==> config.mk <==
export PLATFORM = sky130hd
export DESIGN_NAME = execute_stage_flat
export DESIGN_NICKNAME = d
export VERILOG_FILES = /design/src/rtl/execute_stage_if.sv /design/src/rtl/execute_stage.sv /design/src/flat_wrapper.sv
export SDC_FILE = /design/constraint.sdc
export NUM_CORES = 1
export LEC_CHECK = 0
export CAP_MARGIN = 20
export CORE_ASPECT_RATIO = 2
export CORE_MARGIN = 2
export CORE_UTILIZATION = 25
export CTS_BUF_LIST = sky130_fd_sc_hd__clkbuf_16
export CTS_CLUSTER_DIAMETER = 100
export DETAILED_ROUTE_END_ITERATION = 10
export PLACE_DENSITY = 0.52
export SLEW_MARGIN = 15
export SYNTH_ARGS = -nofsm -noshare
export SYNTH_HDL_FRONTEND = slang
export SYNTH_SLANG_ARGS = --single-unit
==> constraint.sdc <==
create_clock -name clk -period 22.7 [get_ports clk]
set_input_delay 6.81 -clock clk [delete_from_list [all_inputs] [get_ports clk]]
set_output_delay 6.81 -clock clk [all_outputs]
set_load 0.01 [all_outputs]
==> src/rtl/execute_stage_if.sv <==
//------------------------------------------------------------------------------
// execute_stage_if : E-stage control/data inputs and E->M register outputs
// Rev 1.0
//------------------------------------------------------------------------------
`default_nettype none

interface execute_stage_if #(
  parameter int XLEN   = 32,
  parameter int REG_AW = 5
);
  logic              RegWriteE;
  logic              MemWriteE;
  logic              ResultSrcE;
  logic              ALUSrcE;
  logic              BranchE;
  logic [2:0]        ALUControlE;
  logic [XLEN-1:0]   RD1_E;
  logic [XLEN-1:0]   RD2_E;
  logic [XLEN-1:0]   Imm_Ext_E;
  logic [REG_AW-1:0] RD_E;
  logic [XLEN-1:0]   PCE;
  logic [XLEN-1:0]   PCPlus4E;
  logic [XLEN-1:0]   ResultW;
  logic [1:0]        ForwardAE;
  logic [1:0]        ForwardBE;
  logic              StallE;
  logic              FlushE;

  logic              PCSrcE;
  logic [XLEN-1:0]   PCTargetE;
  logic              RegWriteM;
  logic              MemWriteM;
  logic              ResultSrcM;
  logic [REG_AW-1:0] RD_M;
  logic [XLEN-1:0]   ALUResultM;
  logic [XLEN-1:0]   WriteDataM;
  logic [XLEN-1:0]   PCPlus4M;

  modport master (
    output RegWriteE, MemWriteE, ResultSrcE, ALUSrcE, BranchE, ALUControlE,
           RD1_E, RD2_E, Imm_Ext_E, RD_E, PCE, PCPlus4E, ResultW,
           ForwardAE, ForwardBE, StallE, FlushE,
    input  PCSrcE, PCTargetE, RegWriteM, MemWriteM, ResultSrcM, RD_M,
           ALUResultM, WriteDataM, PCPlus4M
  );

  modport slave (
    input  RegWriteE, MemWriteE, ResultSrcE, ALUSrcE, BranchE, ALUControlE,
           RD1_E, RD2_E, Imm_Ext_E, RD_E, PCE, PCPlus4E, ResultW,
           ForwardAE, ForwardBE, StallE, FlushE,
    output PCSrcE, PCTargetE, RegWriteM, MemWriteM, ResultSrcM, RD_M,
           ALUResultM, WriteDataM, PCPlus4M
  );
endinterface

`default_nettype wire

==> src/rtl/execute_stage.sv <==
//------------------------------------------------------------------------------
// execute_stage : RV32I E stage - forwarding muxes, ALU, BEQ resolve, E->M reg
// Rev 1.0
//------------------------------------------------------------------------------
`default_nettype none

module execute_stage #(
  parameter int XLEN   = 32,
  parameter int REG_AW = 5
) (
  input  logic            clk,
  input  logic            rst,
  execute_stage_if.slave  bus
);

  localparam int SHW = $clog2(XLEN);

  localparam logic [2:0] ALU_ADD = 3'b000;
  localparam logic [2:0] ALU_SUB = 3'b001;
  localparam logic [2:0] ALU_AND = 3'b010;
  localparam logic [2:0] ALU_OR  = 3'b011;
  localparam logic [2:0] ALU_XOR = 3'b100;
  localparam logic [2:0] ALU_SLT = 3'b101;
  localparam logic [2:0] ALU_SLL = 3'b110;

  logic [XLEN-1:0]   src_a;
  logic [XLEN-1:0]   fwd_b;
  logic [XLEN-1:0]   src_b;
  logic [XLEN-1:0]   alu_result;

  logic              regwrite_q,  regwrite_d;
  logic              memwrite_q,  memwrite_d;
  logic              resultsrc_q, resultsrc_d;
  logic [REG_AW-1:0] rd_q,        rd_d;
  logic [XLEN-1:0]   alu_q,       alu_d;
  logic [XLEN-1:0]   wdata_q,     wdata_d;
  logic [XLEN-1:0]   pc4_q,       pc4_d;

  // Code 11 is unused by the hazard unit and falls back to the register file.
  always_comb begin
    case (bus.ForwardAE)
      2'b01:   src_a = bus.ResultW;
      2'b10:   src_a = alu_q;
      default: src_a = bus.RD1_E;
    endcase
    case (bus.ForwardBE)
      2'b01:   fwd_b = bus.ResultW;
      2'b10:   fwd_b = alu_q;
      default: fwd_b = bus.RD2_E;
    endcase
    src_b = bus.ALUSrcE ? bus.Imm_Ext_E : fwd_b;
  end

  always_comb begin
    case (bus.ALUControlE)
      ALU_ADD: alu_result = src_a + src_b;
      ALU_SUB: alu_result = src_a - src_b;
      ALU_AND: alu_result = src_a & src_b;
      ALU_OR:  alu_result = src_a | src_b;
      ALU_XOR: alu_result = src_a ^ src_b;
      ALU_SLT: alu_result = {{(XLEN-1){1'b0}}, ($signed(src_a) < $signed(src_b))};
      ALU_SLL: alu_result = src_a << src_b[SHW-1:0];
      default: alu_result = src_a >> src_b[SHW-1:0];
    endcase
  end

  assign bus.PCSrcE    = bus.BranchE & (alu_result == '0);
  assign bus.PCTargetE = bus.PCE + bus.Imm_Ext_E;

  // Flush clears only the controls and destination; data still loads so the
  // bubble is harmless whatever it carries.
  always_comb begin
    regwrite_d  = regwrite_q;
    memwrite_d  = memwrite_q;
    resultsrc_d = resultsrc_q;
    rd_d        = rd_q;
    alu_d       = alu_q;
    wdata_d     = wdata_q;
    pc4_d       = pc4_q;
    if (bus.FlushE) begin
      regwrite_d  = 1'b0;
      memwrite_d  = 1'b0;
      resultsrc_d = 1'b0;
      rd_d        = '0;
      alu_d       = alu_result;
      wdata_d     = fwd_b;
      pc4_d       = bus.PCPlus4E;
    end else if (!bus.StallE) begin
      regwrite_d  = bus.RegWriteE;
      memwrite_d  = bus.MemWriteE;
      resultsrc_d = bus.ResultSrcE;
      rd_d        = bus.RD_E;
      alu_d       = alu_result;
      wdata_d     = fwd_b;
      pc4_d       = bus.PCPlus4E;
    end
  end

  always_ff @(posedge clk) begin
    if (!rst) begin
      regwrite_q  <= 1'b0;
      memwrite_q  <= 1'b0;
      resultsrc_q <= 1'b0;
      rd_q        <= '0;
      alu_q       <= '0;
      wdata_q     <= '0;
      pc4_q       <= '0;
    end else begin
      regwrite_q  <= regwrite_d;
      memwrite_q  <= memwrite_d;
      resultsrc_q <= resultsrc_d;
      rd_q        <= rd_d;
      alu_q       <= alu_d;
      wdata_q     <= wdata_d;
      pc4_q       <= pc4_d;
    end
  end

  assign bus.RegWriteM  = regwrite_q;
  assign bus.MemWriteM  = memwrite_q;
  assign bus.ResultSrcM = resultsrc_q;
  assign bus.RD_M       = rd_q;
  assign bus.ALUResultM = alu_q;
  assign bus.WriteDataM = wdata_q;
  assign bus.PCPlus4M   = pc4_q;

endmodule

`default_nettype wire

==> src/flat_wrapper.sv <==
// flat-port wrapper written by rule: the top's interface ports become plain ports
module execute_stage_flat 
#(
  parameter int XLEN   = 32,
  parameter int REG_AW = 5
)
  (clk, rst, bus_RegWriteE, bus_MemWriteE, bus_ResultSrcE, bus_ALUSrcE, bus_BranchE, bus_ALUControlE, bus_RD1_E, bus_RD2_E, bus_Imm_Ext_E, bus_RD_E, bus_PCE, bus_PCPlus4E, bus_ResultW, bus_ForwardAE, bus_ForwardBE, bus_StallE, bus_FlushE, bus_PCSrcE, bus_PCTargetE, bus_RegWriteM, bus_MemWriteM, bus_ResultSrcM, bus_RD_M, bus_ALUResultM, bus_WriteDataM, bus_PCPlus4M);
  execute_stage_if #(.XLEN(XLEN), .REG_AW(REG_AW)) bus_i ();
  input  logic clk;
  input  logic rst;
  input wire logic [$bits(bus_i.RegWriteE)-1:0] bus_RegWriteE;
  input wire logic [$bits(bus_i.MemWriteE)-1:0] bus_MemWriteE;
  input wire logic [$bits(bus_i.ResultSrcE)-1:0] bus_ResultSrcE;
  input wire logic [$bits(bus_i.ALUSrcE)-1:0] bus_ALUSrcE;
  input wire logic [$bits(bus_i.BranchE)-1:0] bus_BranchE;
  input wire logic [$bits(bus_i.ALUControlE)-1:0] bus_ALUControlE;
  input wire logic [$bits(bus_i.RD1_E)-1:0] bus_RD1_E;
  input wire logic [$bits(bus_i.RD2_E)-1:0] bus_RD2_E;
  input wire logic [$bits(bus_i.Imm_Ext_E)-1:0] bus_Imm_Ext_E;
  input wire logic [$bits(bus_i.RD_E)-1:0] bus_RD_E;
  input wire logic [$bits(bus_i.PCE)-1:0] bus_PCE;
  input wire logic [$bits(bus_i.PCPlus4E)-1:0] bus_PCPlus4E;
  input wire logic [$bits(bus_i.ResultW)-1:0] bus_ResultW;
  input wire logic [$bits(bus_i.ForwardAE)-1:0] bus_ForwardAE;
  input wire logic [$bits(bus_i.ForwardBE)-1:0] bus_ForwardBE;
  input wire logic [$bits(bus_i.StallE)-1:0] bus_StallE;
  input wire logic [$bits(bus_i.FlushE)-1:0] bus_FlushE;
  output wire logic [$bits(bus_i.PCSrcE)-1:0] bus_PCSrcE;
  output wire logic [$bits(bus_i.PCTargetE)-1:0] bus_PCTargetE;
  output wire logic [$bits(bus_i.RegWriteM)-1:0] bus_RegWriteM;
  output wire logic [$bits(bus_i.MemWriteM)-1:0] bus_MemWriteM;
  output wire logic [$bits(bus_i.ResultSrcM)-1:0] bus_ResultSrcM;
  output wire logic [$bits(bus_i.RD_M)-1:0] bus_RD_M;
  output wire logic [$bits(bus_i.ALUResultM)-1:0] bus_ALUResultM;
  output wire logic [$bits(bus_i.WriteDataM)-1:0] bus_WriteDataM;
  output wire logic [$bits(bus_i.PCPlus4M)-1:0] bus_PCPlus4M;
  assign bus_i.RegWriteE = bus_RegWriteE;
  assign bus_i.MemWriteE = bus_MemWriteE;
  assign bus_i.ResultSrcE = bus_ResultSrcE;
  assign bus_i.ALUSrcE = bus_ALUSrcE;
  assign bus_i.BranchE = bus_BranchE;
  assign bus_i.ALUControlE = bus_ALUControlE;
  assign bus_i.RD1_E = bus_RD1_E;
  assign bus_i.RD2_E = bus_RD2_E;
  assign bus_i.Imm_Ext_E = bus_Imm_Ext_E;
  assign bus_i.RD_E = bus_RD_E;
  assign bus_i.PCE = bus_PCE;
  assign bus_i.PCPlus4E = bus_PCPlus4E;
  assign bus_i.ResultW = bus_ResultW;
  assign bus_i.ForwardAE = bus_ForwardAE;
  assign bus_i.ForwardBE = bus_ForwardBE;
  assign bus_i.StallE = bus_StallE;
  assign bus_i.FlushE = bus_FlushE;
  assign bus_PCSrcE = bus_i.PCSrcE;
  assign bus_PCTargetE = bus_i.PCTargetE;
  assign bus_RegWriteM = bus_i.RegWriteM;
  assign bus_MemWriteM = bus_i.MemWriteM;
  assign bus_ResultSrcM = bus_i.ResultSrcM;
  assign bus_RD_M = bus_i.RD_M;
  assign bus_ALUResultM = bus_i.ALUResultM;
  assign bus_WriteDataM = bus_i.WriteDataM;
  assign bus_PCPlus4M = bus_i.PCPlus4M;
  execute_stage #(.XLEN(XLEN), .REG_AW(REG_AW)) u_core (.clk(clk), .rst(rst), .bus(bus_i));
endmodule
==> impl_results.md, run 1 <==
* Synth warn at 0
* Most used DFF post-synth: dfxtp_1
* Synth Instances at 2194
* Number of synthesized flops with an enable pin at 0
* Synth Area in Compound Gates at 0.3365
* Setup TNS Final at 0 ns
* Count of final setup violators at 0
* Top cells by area, synth: dfxtp_1 14%, ha_1 12%, mux2i_1 7.8%, a21oi_1 6.9%, nor2_1 6.6%
* Syn avg cell area at 7.017 µm²
* Tightest hold margin at 0.4524 ns
* PwrDens at 59.67 nW/µm²
* Initial Util at 0.2530
* Hold Buf Count CTS at 0
* Pre-antenna DRT Iters at 5
* Fin crit share at 0.9021
* Placed instance area at 19420 µm²
* DR WL/cell at 28.67 µm
* Worst min path class: flip-flop to flip-flop
* Share of cells above drive strength 1 at 0.05506
* Sequential share of power at 0.183
* GR Util All Layers at 0.2795
* Dpl ws at 2.249 ns
* CP Max Fanout at 32
* Clk pwr share at 0.157
* Vias in the first global route at 19205
* CTS root buffer: clkbuf_16
* Post-DRT Antenna Nets at 0
* 1st-iter DRT viols at 1353
* Post-synth top area cell: dfxtp_1
* Worst slew pin tran at 1.059 ns
* Syn_nets at 2555
* FF+latch area at 2082 µm²
* Hold Crit Depth at 2
* Mux cell area share after synthesis at 0.08549
* Post-Syn Area at 15400 µm²
* Netlist cell types at 102
* Antenna diodes at 0
* Logic pwr share at 0.660
* Cts bufs inserted at 9
* Die width at 179.5 µm
* Routed via count at 18873
* Leakage Power at 7.884 nW
* Fin util at 0.3241
* Critical path launch point: bus_ForwardAE[0]
* IR drop worst, VDD at 38.92 µV
* Layout area overhead at 28.10%
* Post-Route WL at 92660 µm
* Largest net degree at the start of global routing at 70
* Worst slew margin at 0.2739
* Clock transition at path regs at 0.08 ns
* Crit path arrival time at 13.67 ns
* Post-synthesis xor/xnor area fraction at 0.02446
* Total grt overflow at 0
* R2r setup slk at 17.51 ns
* Worst-skew pair later-pin latency at 0.41 ns
* Area used by multi-input combinational logic at 12040 µm²
* Max cap viols at 0
* Post-synth top area share at 0.1352
* IO Port Bufs at 349
* Clock Tree Buf Depth at 2
* Switching share of power at 0.5150
* Largest family of logic cells by synthesized area: compound AO/OA/AOI/OAI gates
* Final setup margin at 2.222 ns
* Global-route wire length before repair at 132500 µm
* R2R depth at 17
* DRC viols at 0
* Fin Clk Skew at 0.02305 ns
* Hold Path End: u_core.bus.PCPlus4M[0]
* Max-slew violations at 0
* Sink Count at 104
* Post-CTS sizing at 0
* Dpl hpwl at 74380 µm
* Run status: complete, no violations
* Simple-gate portion of the synthesized area at 0.2107
* Adder-Cell Fraction of Synth Area at 0.1217
* CTS H-tree lvls at 3
* RR Endpoint: u_core.bus.ALUResultM[31]
* Final design instance area without fill at 19720 µm²
* CP Cell Sequence: clkdlybuf4s50_1 -> inv_1 -> ha_2 -> a22oi_1 -> o21ai_0 -> inv_1 -> fa_1 -> nor2_1 -> o311ai_1 -> a21o_1 -> a211oi_2 -> a311o_1 -> o21a_1 -> a21oi_1 -> o221a_2 -> a2111o_1 -> nor4_1 -> and4_1 -> and4_1 -> clkdlybuf4s50_1
* Final Wtd Congestion at 1.061
* Async set-reset flop share out of synthesis at 0
* CP required at 15.89 ns
* Max incr delay on CP at 0.81 ns
* RR Startpoint: u_core.bus.ALUResultM[10]
* CTS tree: built
* Most common cell in the netlist: nor2_1
* Sequential element share of the synthesized area at 0.1352
* RSZ-0062 raised after global routing: false
* Die height at 355.0 µm
* CP Class: input port to primary output
* # rows at 128
* Internal power at 0.5708 mW
* Worst setup SP type: input port
* Crit end category: primary output
* Peak Freq at 0.04883 GHz
* Final nets at 2808
* Post-synthesis register bit count at 104
* Crit path time final at 20.48 ns
* Psw at 0.6061 mW
* Fill cell count at 6645
* Setup Fix Bufs, Post-CTS at 0
* Core ar. at 60860 µm²
* Via density at 5.839
* Final Hold Vio Count at 0
* Initial antenna violation count at 0
* Ports at 350
* Die ar. at 63700 µm²
* Synth top cells by count: 269 x nor2_1, 212 x a21oi_1, 196 x nand2_1
* Slowest cell on the critical path: ha_2
* HP Start: u_core.bus.PCPlus4M[0]
## cells by family (layout without fill, tap and decap cells)
family                     after synthesis  count (layout)
adders and majority gates              148             148
muxes                                  129             129
and+or+nand+nor                        710             710
buffers and inverters                  277             535
AOI/OAI and AO/OA                      783             783
DFF                                    104             104
xor gates and xnor gates                43              43
## per-layer routing
metal / part of all wire / wire length, µm / global-route usage
met1: 0.35 / 32280 / 0.2848
met2: 0.51 / 47580 / 0.5172
met3: 0.064 / 5916 / 0.05076
met4: 0.074 / 6879 / 0.1849
met5: 0 / 0 / 0
## worst max-delay path: cells and delay by family
family	cells	cell delay, ns
and+or+nand+nor	4	1.10
buffers and inverters	4	1.27
AOI/OAI and AO/OA	10	3.17
adders and majority gates	2	1.30
## stage by stage
stage	instances	total power, mW
6_report	3232	1.177
5_1_grt	3232	1.232
4_1_cts	3232	1.164
3_5_place_dp	3216	0.9712
3_3_place_gp	3216	0.9742
2_1_floorplan	2194	0.6660
## power groups by stage
stage | sequential (mW) | clock (mW) | combinational, mW
2_1_floorplan | 0.221 | 0 | 0.445
3_3_place_gp | 0.219 | 0 | 0.755
3_5_place_dp | 0.219 | 0 | 0.752
4_1_cts | 0.216 | 0.191 | 0.757
5_1_grt | 0.218 | 0.194 | 0.821
6_report | 0.216 | 0.184 | 0.777
## cell type report
cell class,count,area share
clock buffer,9,0.01142
clock inverter,7,0.003806
inverter,115,0.02189
multi-input combinational,1813,0.6103
sequential,104,0.1056
tap,780,0.04948
timing repair buffer,404,0.1976
## flip-flops by register name (all words and copies together), names as in the netlist
register               flops
u_core.bus.WriteDataM     32
u_core.bus.ResultSrcM      1
u_core.bus.PCPlus4M       32
u_core.bus.ALUResultM     32
u_core.bus.RegWriteM       1
u_core.bus.RD_M            5
u_core.bus.MemWriteM       1
## worst max path at each step
stage	slack (ns)	endpoint
final	2.22	bus_PCSrcE
after global routing	1.93	bus_PCSrcE
after CTS	2.25	bus_PCSrcE
after detailed placement	2.25	bus_PCSrcE
after global placement	2.33	bus_PCSrcE
after floorplan	4.48	bus_PCSrcE
## layout by cell type, fill, tap and decap left out, types with 10 or more instances in the layout
| cell type | instances |
|---|---|
| o22ai_1 | 53 |
| nor3_1 | 62 |
| o21ai_1 | 31 |
| nor4_1 | 17 |
| mux2i_1 | 120 |
| o211ai_1 | 32 |
| nand4_1 | 11 |
| a21oi_1 | 212 |
| buf_4 | 55 |
| clkdlybuf4s50_1 | 347 |
| a221o_1 | 28 |
| and3_1 | 11 |
| xor2_1 | 10 |
| dfxtp_1 | 104 |
| a31oi_1 | 29 |
| nand3_1 | 39 |
| nor2b_1 | 15 |
| xnor2_1 | 33 |
| o221ai_1 | 20 |
| nand2_1 | 196 |
| and2_1 | 14 |
| nor2_1 | 266 |
| a21o_1 | 19 |
| a22oi_1 | 68 |
| a211oi_1 | 31 |
| o21a_1 | 17 |
| nand2b_1 | 25 |
| ha_1 | 142 |
| o21ai_0 | 128 |
| inv_1 | 109 |
(Power assumes the default switching activity.)
==> run 2: changes to the inputs <==
Settings changed: CORE_MARGIN 2 to 5.
==> run 2 against run 1 <==
  * Hold slack gained 0.0011 ns
  * Clock skew is essentially flat
  * Sequential power is essentially flat
  * Register-to-register slack lost 0.26 ns
  * Via count grew 0.41%
  * Critical endpoint unchanged
  * Largest cell class unchanged
==> impl_results.md, run 2 (same netlist as run 1, synthesis figures left out) <==
* PwrDens at 59.54 nW/µm²
* Max-slew violations at 0
* Clk pwr share at 0.152
* Max cap viols at 0
* Worst setup SP type: input port
* Fin crit share at 0.9057
* Final nets at 2820
* RSZ-0062 raised after global routing: false
* Most common cell after layout, fill and taps aside: clkdlybuf4s50_1
* Clock transition at path regs at 0.08 ns
* Post-DRT Antenna Nets at 0
* Setup TNS Final at 0 ns
* CTS root buffer: clkbuf_16
* Placed instance area at 19510 µm²
* Pre-antenna DRT Iters at 6
* Worst min path class: flip-flop to flip-flop
* Initial antenna violation count at 0
* 1st-iter DRT viols at 1790
* Hold Buf Count CTS at 0
* IO Port Bufs at 349
* Psw at 0.6175 mW
* Fin Clk Skew at 0.02350 ns
* Clock Tree Buf Depth at 2
* Antenna diodes at 0
* Sequential share of power at 0.185
* Vias in the first global route at 19358
* Ports at 350
* Setup Fix Bufs, Post-CTS at 0
* Initial Util at 0.2523
* DR WL/cell at 30.10 µm
* # rows at 128
* CTS tree: built
* Crit path arrival time at 13.75 ns
* Fill cell count at 6534
* Internal power at 0.5629 mW
* CTS H-tree lvls at 3
* Die height at 361.0 µm
* Total grt overflow at 0
* Share of cells above drive strength 1 at 0.06088
* Logic pwr share at 0.663
* CP Class: input port to primary output
* DRC viols at 0
* Global-route wire length before repair at 138000 µm
* Die ar. at 66950 µm²
* GR Util met3 at 0.05027
* IR drop worst, VDD at 43.66 µV
* Most Crowded Layer GR: met2
* Cts bufs inserted at 9
* Post-CTS sizing at 0
* Final Wtd Congestion at 1.008
* GR Util met2 at 0.5064
* Core ar. at 61020 µm²
* Sink Count at 104
* Leakage Power at 7.942 nW
* Die width at 185.5 µm
* Peak Freq at 0.04864 GHz
* Commonest cells after routing, fill and taps aside: 347 x clkdlybuf4s50_1, 266 x nor2_1, 212 x a21oi_1
* Post-Route WL at 97650 µm
* Layout area overhead at 28.77%
* CP required at 15.89 ns
* Routed via count at 18951
* Worst slew pin tran at 1.044 ns
* Switching share of power at 0.5232
* Final design instance area without fill at 19830 µm²
* Run status: complete, no violations
* GR Util All Layers at 0.2800
* Worst slew margin at 0.2839
* Final Hold Vio Count at 0
* Post-Layout Cell Count at 3244
* Inst Count DP at 3227
* Dpl hpwl at 79780 µm
* Count of final setup violators at 0
* CP Max Fanout at 61
* Crit end category: primary output
* Largest net degree at the start of global routing at 84
* Met1 Use GR at 0.2985
* Worst-skew pair later-pin latency at 0.41 ns
* Via density at 5.842
* Crit path time final at 20.56 ns
==> run 2: cell types whose count changed in the layout (fill, tap and decap cells not counted), sizes merged <==
cell      delta
buf         +12
bufinv       -1
clkinv       +1
clkinvlp     +1
inv          -1
==> run 2: cell type report <==
class	instances	area, µm²	area share
clock inverters	7	67.56	0.003408
clock buffers	9	225.2	0.01136
flip-flops and latches	104	2082	0.1050
multi-input cells	1813	12040	0.6074
repair buffers	416	3999	0.2017
well taps	780	975.9	0.04923
inverters	115	432.9	0.02184
==> run 2: final timing paths <==
check	start	cells past startpoint	to	slack, ns
hold / removal	u_core.bus.PCPlus4M[3]	2	u_core.bus.PCPlus4M[3]	0.45
setup reg to reg	u_core.bus.ALUResultM[9]	17	u_core.bus.ALUResultM[31]	17.25
setup / recovery	bus_ForwardBE[0]	21	bus_PCSrcE	2.14
hold reg to reg	u_core.bus.PCPlus4M[3]	2	u_core.bus.PCPlus4M[3]	0.45
==> run 2: per-stage QoR <==
step,util,setup WS [ns],power (mW),hold slack [ns]
after detailed placement,0.3198,2.197,0.9865,0.4448
after global placement,0.3196,2.211,0.9901,0.4393
after global routing,0.3249,1.816,1.237,0.4754
after CTS,0.3246,2.179,1.170,0.4559
after floorplan,-,4.483,0.6660,0.4761
final,0.3249,2.141,1.180,0.4535
==> run 2: worst max-delay path, stage by stage <==
cell and delay (ns):
clkdlybuf4s50_1 0.49, inv_1 0.05, ha_2 0.36, buf_4 0.55, a21oi_1 0.29, o21ai_4 0.23, buf_4 0.42, clkinv_1 0.21
ha_1 0.26, o311ai_1 0.78, a21o_1 0.26, a211oi_2 0.13, a311o_1 0.42, o21a_1 0.29, a41oi_1 0.38, mux2i_1 0.23
o211ai_1 0.13, nor4b_1 0.36, and4_1 0.32, and4_1 0.21, clkdlybuf4s50_1 0.55
==> run 2: routing by layer <==
| layer | share of wire | vias to the layer above |
|---|---|---|
| met1 | 0.35 | 9139 |
| met5 | 0 | - |
| met4 | 0.075 | 0 |
| met3 | 0.066 | 273 |
| met2 | 0.51 | 969 |
| li1 | - | 8570 |
==> run 2: power groups by stage <==
stage | registers [mW] | clock network [mW] | logic (mW)
floorplan | 0.221 | 0 | 0.445
global placement | 0.222 | 0 | 0.768
detailed placement | 0.222 | 0 | 0.764
CTS | 0.218 | 0.184 | 0.768
global route | 0.220 | 0.190 | 0.827
finish | 0.218 | 0.179 | 0.783
==> run 3: changes to the inputs <==
Settings changed: ABC_AREA from default to 1, PLACE_DENSITY 0.52 to 0.51.
==> run 3 against run 2 <==
  * Sequential power rose by 3%
  * Critical endpoint unchanged
  * Total power rose by 7.7%
  * Cell count rose by 25%
  * Design area rose by 4.7%
  * Die area rose by 5.4%
  * Critical path type unchanged
  * Non-clock buffer count fell by 29
  * Clock skew rose by 0.0093 ns
  * Largest cell class unchanged
  * Utilization fell by 0.44 points
  * Combinational power rose by 10%
==> impl_results.md, run 3 <==
* Most used DFF post-synth: dfxtp_1
* Final Wtd Congestion at 1.136
* Die height at 370.8 µm
* Met1 WL at 38380 µm
* Post-synth top area cell: nand2_1
* Final Hold Vio Count at 0
* Post-Layout Cell Count at 4053
* Vias in the first global route at 22494
* Leakage Power at 9.600 nW
* Run status: complete, no violations
* Final nets at 3538
* Post-CTS sizing at 0
* Worst-skew pair later-pin latency at 0.43 ns
* Syn avg cell area at 5.547 µm²
* Synth warn at 0
* GR Util All Layers at 0.3214
* Tightest hold margin at 0.4567 ns
* Ports at 350
* Metal3 WL at 8380 µm
* 1st-iter DRT viols at 1695
* Setup TNS Final at 0 ns
* Layout area overhead at 27.55%
* Peak Freq at 0.04885 GHz
* Async set-reset flop share out of synthesis at 0
* Core ar. at 64740 µm²
* CTS H-tree lvls at 3
* Clock Tree Buf Depth at 2
* Global-route wire length before repair at 162300 µm
* IO Port Bufs at 349
* Wire length on met2 at 58540 µm
* CTS tree: built
* Worst min path class: flip-flop to flip-flop
* Via density at 5.398
* Largest net degree at the start of global routing at 76
* Inst Count DP at 4037
* DRC viols at 0
* DR WL/cell at 29.01 µm
* CP required at 15.89 ns
* Total power at 1.271 mW
* Final setup margin at 2.229 ns
* Setup Fix Bufs, Post-CTS at 0
* Count of final setup violators at 0
* Dpl ws at 2.673 ns
* Crit end category: primary output
* Total grt overflow at 0
* CTS root buffer: clkbuf_16
* Worst slew pin tran at 1.116 ns
* Post-synthesis register bit count at 104
* Post-Syn Area at 16270 µm²
* Commonest cells after routing, fill and taps aside: 756 x nand2_1, 458 x nand3_1, 347 x clkdlybuf4s50_1
* Top cells by area, synth: nand2_1 17%, nand3_1 14%, dfxtp_1 13%, ha_1 11%, nor2_1 7.3%
* Dpl hpwl at 96900 µm
* Placed instance area at 20440 µm²
* Worst slew margin at 0.2500
* Die width at 190.4 µm
* PwrDens at 61.27 nW/µm²
* Initial antenna violation count at 2
* Routed via count at 21879
* Share of cells above drive strength 1 at 0.03111
* CP Class: input port to primary output
* Sink Count at 104
* Synth top cells by count: 757 x nand2_1, 459 x nand3_1, 317 x nor2_1
* IR drop worst, VDD at 86.12 µV
* Most common cell after layout, fill and taps aside: nand2_1
* RSZ-0062 raised after global routing: false
* Top Layer Used: met5
* Fin Clk Skew at 0.03276 ns
* Fin crit share at 0.9018
* Antenna diodes at 0
* Post-synth top area share at 0.1747
* # rows at 132
* CP Max Fanout at 43
* Synth Instances at 2933
* Cts bufs inserted at 9
* Most common cell in the netlist: nand2_1
* Hold Buf Count CTS at 0
* Syn_nets at 3294
* Fill cell count at 7574
* Netlist cell types at 51
* Fin util at 0.3205
* Number of synthesized flops with an enable pin at 0
* Post-DRT Antenna Nets at 0
* Pre-antenna DRT Iters at 6
* Final design instance area without fill at 20750 µm²
* Crit path time final at 20.47 ns
* Crit path arrival time at 13.66 ns
* Worst setup SP type: input port
* Initial Util at 0.2513
* Die ar. at 70590 µm²
* Max-slew violations at 0
* Sequential element share of the synthesized area at 0.1280
* Clock transition at path regs at 0.09 ns
* Max cap viols at 0
* Post-Route WL at 117600 µm
-- run 3: changes by cell type in the layout (fill, tap and decap cells not counted), moves of 68 or more --
cell	change
mux2i_1	-120
nand2_1	+560
inv_1	+153
nand3_1	+420
o21ai_0	+106
a22oi_1	-68
-- run 3: metal layers --
| layer | GRT usage | vias up |
|---|---|---|
| met5 | 0 | - |
| met4 | 0.2642 | 2 |
| met3 | 0.07373 | 351 |
| met2 | 0.5796 | 1180 |
| met1 | 0.3060 | 10064 |
| li1 | - | 10282 |
-- run 3: cells by family after synthesis --
| family | synth area share |
|---|---|
| xor gates and xnor gates | 0.01776 |
| and+or+nand+nor | 0.4296 |
| AOI/OAI and AO/OA | 0.2020 |
| DFF | 0.1280 |
| adders and majority gates | 0.1152 |
| buffers and inverters | 0.1075 |
-- run 3: worst max-delay path, cell delays in order --
cell             delay (ns)
clkdlybuf4s50_1        0.52
inv_1                  0.06
ha_1                   0.58
inv_2                  0.29
nand3_1                0.21
nand3_4                0.31
nand2_4                0.55
ha_1                   0.24
inv_1                  0.20
fa_1                   0.56
nand2_1                0.13
nand2_1                0.07
and2_1                 0.18
nand3_1                0.09
nand3_1                0.20
nand2_1                0.11
nand2_1                0.11
a21oi_1                0.63
nand2_1                0.16
nand3_1                0.34
nand2_1                0.09
nor2_1                 0.09
nand3_1                0.13
nor2_1                 0.12
nand3_1                0.09
nor2_1                 0.16
clkdlybuf4s50_1        0.57
-- run 3: layout make-up --
class                   instances  area [µm²]  area share
inverters                     275        1036     0.04992
multi-input cells            2400       12460      0.6004
repair buffers                387        3771      0.1817
well taps                     871        1090     0.05252
clock inverters                 7       88.84    0.004281
flip-flops and latches        104        2082      0.1003
clock buffers                   9       225.2     0.01085
-- run 3: final timing paths --
path	start	end	slack [ns]	depth (start not counted)
setup / recovery	bus_ForwardBE[0]	bus_PCSrcE	2.23	27
hold reg to reg	u_core.bus.RegWriteM	u_core.bus.RegWriteM	0.46	2
hold / removal	u_core.bus.RegWriteM	u_core.bus.RegWriteM	0.46	2
setup reg to reg	u_core.bus.ALUResultM[0]	u_core.bus.ALUResultM[24]	17.25	22
-- run 3: report_power, final --
part / switching [mW] / internal [mW] / total [mW]
logic: 0.598 / 0.264 / 0.863
clock network: 0.103 / 0.0806 / 0.184
registers: 0.0251 / 0.200 / 0.225
